==> config.mk <==
export PLATFORM = sky130hd
export DESIGN_NAME = fetch_ctrl
export DESIGN_NICKNAME = d
export VERILOG_FILES = /design/src/rtl/if_pkg.sv /design/src/rtl/fetch_queue.sv /design/src/rtl/fetch_ctrl.sv
export SDC_FILE = /design/constraint.sdc
export NUM_CORES = 1
export LEC_CHECK = 0
export ABC_AREA = 1
export CORE_ASPECT_RATIO = 1.75
export CORE_MARGIN = 3
export CORE_UTILIZATION = 45
export CTS_CLUSTER_SIZE = 16
export DETAILED_ROUTE_END_ITERATION = 10
export PLACE_DENSITY_LB_ADDON = 0.25
export SLEW_MARGIN = 25
export SYNTH_ARGS = -nofsm -noshare
export SYNTH_HDL_FRONTEND = slang
export SYNTH_SLANG_ARGS = --single-unit
==> constraint.sdc <==
create_clock -name clk -period 2 [get_ports clk]
set_input_delay 0.4 -clock clk [delete_from_list [all_inputs] [get_ports clk]]
set_output_delay 0.4 -clock clk [all_outputs]
set_load 0.1 [all_outputs]
==> src/rtl/if_pkg.sv <==
// Shared types and constants for the instruction-fetch stage.
package if_pkg;

    // Instruction substituted on an out-of-range fetch (addi x0, x0, 0).
    localparam logic [31:0] NOP_INSTR_DEFAULT = 32'h0000_0013;

    // Clears the byte-offset bits of an address.
    localparam logic [31:0] WORD_MASK = 32'hFFFF_FFFC;

    // Sequencer state encodings.
    localparam logic [1:0] ST_RUN     = 2'd0;
    localparam logic [1:0] ST_HALTED  = 2'd1;
    localparam logic [1:0] ST_FAULTED = 2'd2;

    typedef enum logic [1:0] {
        RUN     = ST_RUN,
        HALTED  = ST_HALTED,
        FAULTED = ST_FAULTED
    } if_state_e;

    // One fetched instruction travelling toward decode.
    typedef struct packed {
        logic [31:0] pc;
        logic [31:0] instr;
        logic        fault;
    } if_entry_t;

    function automatic logic [31:0] align_word(input logic [31:0] addr);
        return addr & WORD_MASK;
    endfunction

endpackage

==> src/rtl/fetch_queue.sv <==
// Two-entry in-order queue between fetch and decode. The head is a register,
// so the consumer never sees a combinational path from the push side.
module fetch_queue
    import if_pkg::*;
(
    input  logic      clk,
    input  logic      rst,
    input  logic      push,
    input  if_entry_t entry_in,
    input  logic      pop,
    input  logic      flush,
    output if_entry_t head,
    output logic [1:0] count,
    output logic      full
);

    if_entry_t  head_q;
    if_entry_t  tail_q;
    logic [1:0] count_q;

    // Queue storage and occupancy; flush drops entries but leaves the head
    // register showing its last value.
    always_ff @(posedge clk) begin
        if (rst) begin
            // NOTE: the entry registers are reset on purpose -- decode sees
            // the head directly and must read all-zero out of reset.
            head_q  <= '0;
            tail_q  <= '0;
            count_q <= 2'd0;
        end else if (flush) begin
            count_q <= 2'd0;
        end else begin
            case (count_q)
                2'd0: begin
                    if (push) begin
                        head_q  <= entry_in;
                        count_q <= 2'd1;
                    end
                end
                2'd1: begin
                    case ({push, pop})
                        2'b10: begin
                            tail_q  <= entry_in;
                            count_q <= 2'd2;
                        end
                        2'b11:   head_q  <= entry_in;
                        2'b01:   count_q <= 2'd0;
                        default: ;
                    endcase
                end
                default: begin
                    // Full: a push is only offered together with a pop.
                    if (pop) begin
                        head_q <= tail_q;
                        if (push) begin
                            tail_q <= entry_in;
                        end else begin
                            count_q <= 2'd1;
                        end
                    end
                end
            endcase
        end
    end

    assign head  = head_q;
    assign count = count_q;
    assign full  = (count_q == 2'd2);

endmodule

==> src/rtl/fetch_ctrl.sv <==
// IF-stage sequencer: owns the PC, drives the instruction memory address and
// feeds fetched words into a 2-entry queue toward decode.
module fetch_ctrl
    import if_pkg::*;
#(
    parameter logic [31:0] RESET_PC  = 32'h0000_0000,
    parameter int          MEM_WORDS = 256,
    parameter logic [31:0] NOP_INSTR = NOP_INSTR_DEFAULT
) (
    input  logic        clk,
    input  logic        rst,
    output logic [31:0] imem_addr,
    input  logic [31:0] imem_instr,
    input  logic        redirect_valid,
    input  logic [31:0] redirect_pc,
    input  logic        halt,
    output logic        out_valid,
    input  logic        out_ready,
    output logic [31:0] out_pc,
    output logic [31:0] out_instr,
    output logic        out_fault
);

    localparam logic [31:0] MEM_BYTES = 32'(MEM_WORDS * 4);

    if_state_e  state_q;
    if_state_e  state_d;
    logic [31:0] pc_q;
    logic        fetch;
    logic        pop;
    logic        fault;
    logic        q_full;
    logic [1:0]  q_count;
    if_entry_t   push_entry;
    if_entry_t   head;

    assign pop   = out_valid && out_ready;
    assign fault = (pc_q >= MEM_BYTES);

    // Next-state and fetch decision; redirect overrides everything but reset.
    always_comb begin
        // NOTE: every output of this block gets a default first so no path
        // leaves it unassigned and no latch is inferred.
        state_d = state_q;
        fetch   = 1'b0;
        if (redirect_valid) begin
            state_d = halt ? HALTED : RUN;
        end else begin
            case (state_q)
                RUN: begin
                    if (halt) begin
                        state_d = HALTED;
                    end else if (!q_full || pop) begin
                        fetch = 1'b1;
                        if (fault) begin
                            state_d = FAULTED;
                        end
                    end
                end
                HALTED: begin
                    if (!halt) begin
                        state_d = RUN;
                    end
                end
                FAULTED: ;
                default: state_d = RUN;
            endcase
        end
    end

    // State register.
    always_ff @(posedge clk) begin
        if (rst) begin
            state_q <= RUN;
        end else begin
            state_q <= state_d;
        end
    end

    // Program counter: redirect target, sequential advance, or hold on fault.
    always_ff @(posedge clk) begin
        // NOTE: non-blocking assignments keep every register sampling the
        // pre-edge values, independent of block ordering.
        if (rst) begin
            pc_q <= RESET_PC;
        end else if (redirect_valid) begin
            pc_q <= align_word(redirect_pc);
        end else if (fetch && !fault) begin
            pc_q <= pc_q + 32'd4;
        end
    end

    assign push_entry = '{pc: pc_q, instr: (fault ? NOP_INSTR : imem_instr), fault: fault};

    fetch_queue u_queue (
        .clk      (clk),
        .rst      (rst),
        .push     (fetch),
        .entry_in (push_entry),
        .pop      (pop),
        .flush    (redirect_valid),
        .head     (head),
        .count    (q_count),
        .full     (q_full)
    );

    assign imem_addr = pc_q;
    assign out_valid = (q_count != 2'd0);
    assign out_pc    = head.pc;
    assign out_instr = head.instr;
    assign out_fault = head.fault;

endmodule
# Word level (Yosys, flattened, before mapping)
# Cells that the tools add are included.
# totals
ff_bits	166
input_bits	69
output_inout_bits	98
wordCells	73
# op_classes
addsub	1
order_cmp	1
eq_ne	16
n_mux	26
n_bitwise	2
n_reduce_logical	17
# ops
op	n
2-to-1 mux 65 bit	5
one-hot mux 65 bit (2 select lines)	2
2-to-1 mux 32 bit	3
adder 32 x 3 -> 32 bit (second input constant)	1
>= comparator 32 x 11 -> 1 bit (second input constant)	1
2-to-1 mux 2 bit	8
AND reduction 4 bit	3
== test 2 bit (second input constant)	4
!= test 2 bit (second input constant)	4
!= test 4 bit (second input constant)	2
one-hot mux 2 bit (2 select lines)	2
nonzero test 2 bit	4
== test 2 x 1 -> 1 bit (second input constant)	3
!= test 3 bit (second input constant)	2
one-hot mux 2 bit (3 select lines)	1
2-to-1 mux 1 bit	5
AND reduction 5 bit	1
zero test 2 bit	2
!= test 3 x 1 -> 1 bit (second input constant)	1
nonzero test 3 bit	1
logical AND 1 bit	2
zero test 1 bit	2
inverter 1 bit	2
OR reduction 2 bit	1
logical OR 1 bit	1

# Depth between registers and ports, before layout
# Gate-level depths: netlist (run 1).
# logic_depth
depth_word	10
ltp_mapped	12
mapped_depth_nobuf	11

# Cells and area by module
# A second synthesis (run 1) with hierarchy kept.
# unflattened
cells_unflattened	1367
area_unflattened_um2	8441.8
# by_module_without_submodules
mod	n_inst	cells_each	area_each_um2	seq_area_each_um2
fetch_queue	1	1012	6296.0	2642.5
fetch_ctrl	1	355	2145.8	640.6

# Worst setup path before layout (run 1)
# OpenSTA, ideal clock, no wires.
# synth_timing
kind	input to register
startpoint	input port redirect_valid
endpoint	register u_queue.tail_q[15] (netlist bit)
setup_ns	0.065
arrival_time_ns	1.806
required_time_ns	1.935
path_slack_ns	0.129
stages	12
path_buffers	2
path_cell_list	buf_2 > nor2_2 > nand2_2 > nor2_2 > ha_1 > inv_1 > o22ai_2 > nand2_2 > inv_2 > clkbuf_2 > o21ai_0 > nor2_1
# synth_via
elab_chain_len	4
elab_cells_between_ends	6
classes_between	2 x eq/ne; 1 x mux; 1 x bitwise; 2 x reduce/logical
# synth_rtl
element	line	rtl
start: declaration	fetch_ctrl.sv:14	input logic redirect_valid,
2-to-1 mux 1 bit	fetch_ctrl.sv:46	if (redirect_valid) begin
== test 2 bit	fetch_queue.sv:41	case ({push, pop})
!= test 2 bit (no source line)	-	
AND reduction 5 bit (no source line) *	-	
end signal: assignment	fetch_queue.sv:43	tail_q <= entry_in;
end signal: assignment	fetch_queue.sv:56	tail_q <= entry_in;
end: declaration	fetch_queue.sv:18	if_entry_t tail_q;
# Mark *: on every way between the ends. The rest lies on a longest branch, timed or not.
# A chain may end at the register's enable or synchronous reset.

# Worst setup path in the final report (run 1)
# layout_timing
startpoint	input port out_ready
endpoint	register u_queue.tail_q[20] (netlist bit)
# layout_via
elab_chain_len	9
elab_cells_between_ends	11
classes_between	2 x eq/ne; 4 x mux; 5 x reduce/logical
# layout_rtl
element	line	rtl
start: declaration	fetch_ctrl.sv:18	input logic out_ready,
logical AND 1 bit *	fetch_ctrl.sv:37	assign pop = out_valid && out_ready;
logical OR 1 bit	fetch_ctrl.sv:53	end else if (!q_full || pop) begin
2-to-1 mux 1 bit	fetch_ctrl.sv:53	
2-to-1 mux 1 bit	fetch_ctrl.sv:51	if (halt) begin
2-to-1 mux 1 bit	fetch_ctrl.sv:49	case (state_q)
2-to-1 mux 1 bit	fetch_ctrl.sv:46	
== test 2 bit	fetch_queue.sv:41	
!= test 2 bit (no source line)	-	
AND reduction 5 bit (no source line) *	-	
# Marked as above.

==> summary.md, run 1 <==
| Metric | Value |
|---|---|
| CP top delay family | `buffers and inverters` |
| Clk buf depth | `2` |
| Clock Tree Root | `clkbuf_16` |
| Synth async-reset ratio | `0%` |
| Final Setup Violations | `0` |
| Die Y-Extent | `172 um` |
| P&R area growth vs syn | `32.4%` |
| ANT cells | `0` |
| Die width | `101 um` |
| Initial drt markers | `289` |
| Worst-Skew Late Latency | `0.42 ns` |
| Hold Crit Class | `register to register` |
| Syn avg cell area | `7.44 um^2` |
| Most common cell in the netlist | `nor2_1` |
| P per Cell Area | `977 mW/mm^2` |
| CTS Buf Count | `17` |
| Seq/Total Area, Yosys | `45.2%` |
| GP Congestion | `0.829` |
| I/O Buffers | `160` |
| WP data arrival | `2.26 ns` |
| Synth top area share | `45.2%` |
| Synth warn | `0` |
| Fmax | `0.521 GHz` |
| Final worst slack | `0.0796 ns` |
| P_int | `5.79 mW` |
| Setup skew after layout | `0.0151 ns` |
| Antenna viol nets, final | `0` |
| Fin. max-slew vios | `0` |
| Pleak | `4.12 nW` |
| Top cell by count, worst path | `nor2_4` |
| Clock-pin slew on the worst setup and hold paths | `0.06 ns` |
| Sequential power share | `38.3%` |
| Worst Path Max Fanout | `7` |
| Buf/Inv on CP | `5` |
| Post-synth EDFFs | `0` |
| Comb power frac | `27.0%` |
| Vias after detailed routing | `6734` |
| Residual DRC | `0` |
| Via density | `5.29` |
| Psw | `3.37 mW` |
| Final hold violation count | `0` |
| Max cap viols | `0` |
| Number of I/O pins | `167` |
| Post-layout nets | `1147` |
| Outcome | `finished, final reports clean` |
| Final worst-path cycle share | `96.0%` |
| Crit Path Category | `primary input to register` |
| Tmin final | `1.92 ns` |
| Avg WL per Cell | `15.4 um` |
| Antenna violations before repair | `0` |
| Placement Setup Slack | `-0.362 ns` |
| Worst VDD drop | `0.656 mV` |
| First-pass GRT wire length | `30.6 mm` |
| Hpwl dp | `12.3 mm` |
| Max-Slew Margin vs Limit | `50.7%` |
| Ys flop type | `dfxtp_1` |
| Cell Area, Synth | `0.00708 mm^2` |
| Dominant cell type by area after synthesis | `dfxtp_1` |
| Core ar. | `0.0154 mm^2` |
| Tot GR Track Use | `21.9%` |
| Congestion Overflow GR | `0` |
| Switching Share | `36.8%` |
| Post-synthesis register bit count | `160` |
| Layout fillers | `1400` |
| H-Tree Depth | `4` |
| Tot Pwr | `9.16 mW` |
| Worst-path cell chain | `clkdlybuf4s50_1, inv_2, nand2_2, nor2_4, nor2_4, ha_1, inv_1, o22ai_2, nand2_4, inv_8, clkbuf_16, o21ai_0, nor2_1` |
| Worst Path Required | `2.34 ns` |
| Startpoint Class | `primary input` |
| Vias in the first global route | `6244` |
| RSZ-0062 raised after global routing | `yes` |
| CP Capture Type | `register` |
| Drt first pass iters | `6` |
| Layout cell share with drive strength beyond 1 | `18.0%` |
| Layout Cell Area excl Fill | `0.00938 mm^2` |
| Critical path's slowest cell | `clkdlybuf4s50_1` |
| TritonCTS clock tree | `built` |
| Final WL | `19.6 mm` |
| Syn Inst Count | `952` |
| Rows | `60` |
| Largest net degree at the start of global routing | `81` |
| Unique masters post-synth | `37` |
| Post-DP Area | `0.00864 mm^2` |
| Synth top area cells | `dfxtp_1, o21ai_0, nor2_1` |
| Starting Density | `46.0%` |
| Cts hold-fix bufs | `0` |
| Die area | `0.0173 mm^2` |
| CTS sink cnt | `160` |
| Clk network pwr share | `34.7%` |
| Worst-margin pin slew | `0.740 ns` |
| Largest stage delay on the critical path | `0.49 ns` |
| Synth top cells by count | `nor2_1, dfxtp_1, o21ai_0` |
worst reg2reg max path: stages (launching register included):
cell,delay [ns]
dfxtp_4,0.38
buf_4,0.39
nand2_1,0.17
o22ai_2,0.19
nand2_4,0.12
inv_8,0.14
clkbuf_16,0.17
o21ai_0,0.07
nor2_1,0.13
registers in the layout (all words and copies together) (netlist names):
name,cells
u_queue.head,63
imem_addr,30
u_queue.count,2
state_q,2
u_queue.tail_q,63
path summary, 6_finish.rpt:
path,startpoint,to,slack (ns),cells after the start
hold reg to reg,u_queue.tail_q[64],u_queue.tail_q[64],0.48,2
setup / recovery,out_ready,u_queue.tail_q[20],0.08,13
hold / removal,u_queue.tail_q[64],u_queue.tail_q[64],0.48,2
setup reg to reg,u_queue.count[1],u_queue.tail_q[20],0.17,8
per-layer routing:
| layer | track usage, % | wire length, um |
|---|---|---|
| met1 | 26.3 | 8060 |
| met2 | 39.0 | 10200 |
| met3 | 3.51 | 902 |
| met5 | 0 | 0 |
| met4 | 7.92 | 442 |
layout make-up:
cell class	instances	area [um^2]	share of cell area [%]
clock buffers	18	429	4.58
clock inverters	14	145	1.55
inverters	34	140	1.49
multi-input cells	654	3160	33.7
flip-flops and latches	160	3210	34.2
well taps	186	233	2.48
repair buffers	206	2060	22.0
power by group through the flow:
stage	Clock, mW	Sequential [mW]	Combinational (mW)
after global routing	3.36	3.53	2.61
final	3.17	3.51	2.47
after global placement	0	3.58	2.45
after CTS	3.24	3.51	2.47
after detailed placement	0	3.58	2.46
after floorplan	0	4.45	0.950
metrics by stage:
stage                     hold slack, ns  util (%)  setup TNS, ns  cells
after floorplan                    0.455         -              0    955
after global placement             0.462      56.2         -35.48   1235
after detailed placement           0.474      56.2         -39.40   1235
after CTS                          0.489      59.9              0   1267
after global routing               0.508      60.9         -0.125   1272
final                              0.485      60.9              0   1272
kinds of logic (layout without fill, tap and decap cells):
logic type / after synthesis / count (layout) / share of synthesized area, %
buffers and inverters: 141 / 272 / 10.9
adder cells (fa/ha/maj): 5 / 5 / 0.883
AND/OR/NAND/NOR: 359 / 359 / 21.0
AO/OA/AOI/OAI: 283 / 283 / 21.6
other: 1 / 4 / 0.0529
XOR/XNOR: 3 / 3 / 0.371
flip-flops: 160 / 160 / 45.2
timing repair:
| item | 4_1_cts | 5_1_grt |
|---|---|---|
| setup buffers | 0 | 1 |
| endpoints found under the setup margin | 0 | 86 |
| resized for setup | 0 | 27 |
cell usage in the layout, fill, tap and decap left out, types with 5 or more instances in the layout:
| cell type | n |
|---|---|
| a21oi_1 | 120 |
| o21ai_1 | 18 |
| inv_1 | 27 |
| o211a_1 | 17 |
| dfxtp_1 | 158 |
| nand3_1 | 71 |
| inv_6 | 7 |
| ha_1 | 5 |
| buf_4 | 111 |
| nand2_1 | 106 |
| clkbuf_16 | 20 |
| o21ai_0 | 118 |
| clkdlybuf4s50_1 | 66 |
| nor2_1 | 164 |
| buf_12 | 22 |
(Power assumes the default switching activity.)
==> run 2, diff against run 1 <==
--- a/config.mk
+++ b/config.mk
@@ -8,7 +8,8 @@
 export ABC_AREA = 1
 export CORE_ASPECT_RATIO = 1.75
 export CORE_MARGIN = 3
-export CORE_UTILIZATION = 45
+export CORE_UTILIZATION = 47
+export CTS_BUF_LIST = sky130_fd_sc_hd__clkbuf_8
 export CTS_CLUSTER_SIZE = 16
 export DETAILED_ROUTE_END_ITERATION = 10
 export PLACE_DENSITY_LB_ADDON = 0.25
==> run 2 against run 1 <==
Compared with the run above:
- flip-flop and latch count unchanged
- final cell count shrank 1.3%
- register-to-register slack hardly changed
- core utilization grew 0.92 points
- design area shrank 3.8%
- non-clock buffer count decreased by 11
- total power is 8.7% lower
- wire length down 5.1%
- global-route usage rose by 0.25 points
- sequential share of layout area grew 1.3 points
- count of clock-buffer cells in the layout unchanged
- critical path type unchanged
- critical endpoint is now u_queue.head[14]
- largest cell class unchanged
==> summary.md, run 2 (synthesis gave the netlist of run 1 again) <==
| Metric | Value |
|---|---|
| Post-CTS Setup Bufs | `0` |
| Placed insts | `1223` |
| Outcome | `finished, final reports clean` |
| Worst-path cell chain | `clkdlybuf4s50_1, inv_1, nand2_1, nor2_1, nor2_2, ha_1, o21ai_4, nor2_8, inv_4, buf_12, a21oi_1, a21oi_1` |
| Top cell by count, worst path | `a21oi_1` |
| Cts hold-fix bufs | `0` |
| Post-CTS Resized | `0` |
| Final hold violation count | `0` |
| Worst Path Required | `2.32 ns` |
| Fmax | `0.540 GHz` |
| Die area | `0.0166 mm^2` |
| ANT cells | `0` |
| Largest net degree at the start of global routing | `90` |
| Die Y-Extent | `168 um` |
| Tmin final | `1.85 ns` |
| Crit. Startpoint | `out_ready` |
| Final worst-path cycle share | `92.5%` |
| Clk buf depth | `2` |
| Residual DRC | `0` |
| Avg WL per Cell | `14.8 um` |
| Worst Path Max Fanout | `24` |
| Layout fillers | `1346` |
| CTS sink cnt | `160` |
| H-Tree Depth | `4` |
| Drt first pass iters | `5` |
| Seq. cell area | `0.00320 mm^2` |
| Max-Slew Margin vs Limit | `61.7%` |
| Crit Path Category | `primary input to register` |
| P per Cell Area | `928 mW/mm^2` |
| Antenna violations before repair | `0` |
| Vias in the first global route | `6440` |
| P&R area growth vs syn | `27.3%` |
| GP Congestion | `0.852` |
| Vias after detailed routing | `6637` |
| Post-layout nets | `1136` |
| Psw | `3.19 mW` |
| Layout cell share with drive strength beyond 1 | `16.7%` |
| Buf/Inv on CP | `4` |
| Comb power frac | `29.0%` |
| Total Neg Setup Slack | `0 ns` |
| Tot Pwr | `8.37 mW` |
| Antenna viol nets, final | `0` |
| Critical Path Sink | `u_queue.head[14]` |
| Tot GR Track Use | `22.2%` |
| WP data arrival | `2.17 ns` |
| Reg2reg end | `u_queue.head[14]` |
| Clock-pin slew on the worst setup and hold paths | `0.08 ns` |
| Startpoint Class | `primary input` |
| R2r setup slk | `0.18 ns` |
| Rows | `58` |
| Hpwl dp | `11.9 mm` |
| Multi-input gate area | `0.00313 mm^2` |
| I/O Buffers | `160` |
| Clock Tree Root | `clkbuf_8` |
| Clk network pwr share | `28.9%` |
| Switching Share | `38.2%` |
| FF-to-FF Start | `u_queue.count[1]` |
| Worst VDD drop | `0.537 mV` |
| TritonCTS clock tree | `built` |
| Final Setup Violations | `0` |
| Initial drt markers | `332` |
| CP Capture Type | `register` |
| Non-filler instance count after layout | `1255` |
| Setup skew after layout | `0.0134 ns` |
| Worst-margin pin slew | `0.574 ns` |
| CP top delay family | `buffers and inverters` |
| Critical path's slowest cell | `clkdlybuf4s50_1` |
| Most frequent cells in the layout | `nor2_1, dfxtp_1, o21ai_0` |
| Congestion Overflow GR | `0` |
| Reg2Reg Depth | `9` |
| CTS Buf Count | `17` |
| Largest stage delay on the critical path | `0.47 ns` |
| Pleak | `3.96 nW` |
| Number of I/O pins | `167` |
| Max cap viols | `0` |
| Final WL | `18.6 mm` |
| Starting Density | `48.6%` |
| Via density | `5.29` |
| CP Depth | `12` |
| Die width | `98.8 um` |
| Hold Worst Slack | `0.488 ns` |
| Worst-Skew Late Latency | `0.44 ns` |
| Core ar. | `0.0146 mm^2` |
| Hold Crit Class | `register to register` |
| Sequential power share | `42.1%` |
| P_int | `5.17 mW` |
| First-pass GRT wire length | `30.6 mm` |
| Commonest non-fill, non-tap cell in the layout | `nor2_1` |
| Fin. max-slew vios | `0` |
[run 2: cell types whose count changed in the layout (fill, tap and decap cells not counted), moves of 4 or more]
cell | previous run | this run
clkbuf_16 | 20 | 0
clkbuf_8 | 0 | 18
o21ai_0 | 118 | 126
o21ai_1 | 18 | 10
inv_6 | 7 | 1
buf_4 | 111 | 106
clkinvlp_4 | 1 | 5
[run 2: layer usage]
metal / wire, um / share of wire [%] / GRT usage (%)
met1: 7700 / 41 / 26.1
met2: 9580 / 52 / 39.6
met3: 936 / 5.0 / 4.23
met4: 356 / 1.9 / 7.67
met5: 0 / 0 / 0
[run 2: power by group through the flow]
| stage | logic, mW | clock network [mW] | registers, mW |
|---|---|---|---|
| after floorplan | 0.950 | 0 | 4.45 |
| after global placement | 2.42 | 0 | 3.59 |
| after detailed placement | 2.43 | 0 | 3.59 |
| after CTS | 2.44 | 2.49 | 3.52 |
| after global routing | 2.55 | 2.62 | 3.55 |
| final | 2.43 | 2.42 | 3.52 |
[run 2: worst min-delay path by stage]
stage | from | to | slack [ns] | cells after the start
floorplan | u_queue.tail_q[0] | u_queue.tail_q[0] | 0.46 | 2
global placement | u_queue.tail_q[63] | u_queue.tail_q[63] | 0.46 | 2
detailed placement | u_queue.tail_q[58] | u_queue.tail_q[58] | 0.47 | 2
CTS | redirect_pc[30] | imem_addr[30] | 0.48 | 3
global route | redirect_pc[26] | imem_addr[26] | 0.50 | 3
finish | u_queue.tail_q[62] | u_queue.tail_q[62] | 0.49 | 2
[run 2: area by class of cell]
type / instances / share of cell area [%]
clock buffer: 18 / 2.75
clock inverter: 14 / 1.76
inverter: 34 / 1.47
multi-input combinational: 654 / 34.7
sequential: 160 / 35.5
tap: 180 / 2.50
timing repair buffer: 195 / 21.3
[run 2: metrics by stage]
step | util [%] | instance area (um^2) | worst slack [ns]
after global placement | 59.0 | 8600 | -0.262
after detailed placement | 59.0 | 8600 | -0.280
after CTS | 61.8 | 9010 | 0.170
final | 61.8 | 9020 | 0.150
after global routing | 61.8 | 9020 | -0.00286
after floorplan | - | 7090 | 0.129
[run 2: worst reg2reg max path, stage by stage (launching register included)]
cell,delay [ns]
dfxtp_2,0.43
buf_4,0.30
clkinv_2,0.10
nand2_2,0.13
o21ai_4,0.08
nor2_8,0.20
inv_4,0.07
buf_12,0.15
a21oi_1,0.16
a21oi_1,0.08
==> run 3, diff against run 2 <==
--- a/config.mk
+++ b/config.mk
@@ -13,7 +13,7 @@
 export CTS_CLUSTER_SIZE = 16
 export DETAILED_ROUTE_END_ITERATION = 10
 export PLACE_DENSITY_LB_ADDON = 0.25
-export SLEW_MARGIN = 25
+export SLEW_MARGIN = 20
 export SYNTH_ARGS = -nofsm -noshare
 export SYNTH_HDL_FRONTEND = slang
 export SYNTH_SLANG_ARGS = --single-unit
==> results of run 3 <==
Final layout, timing and power as in run 2 (identical DEF).
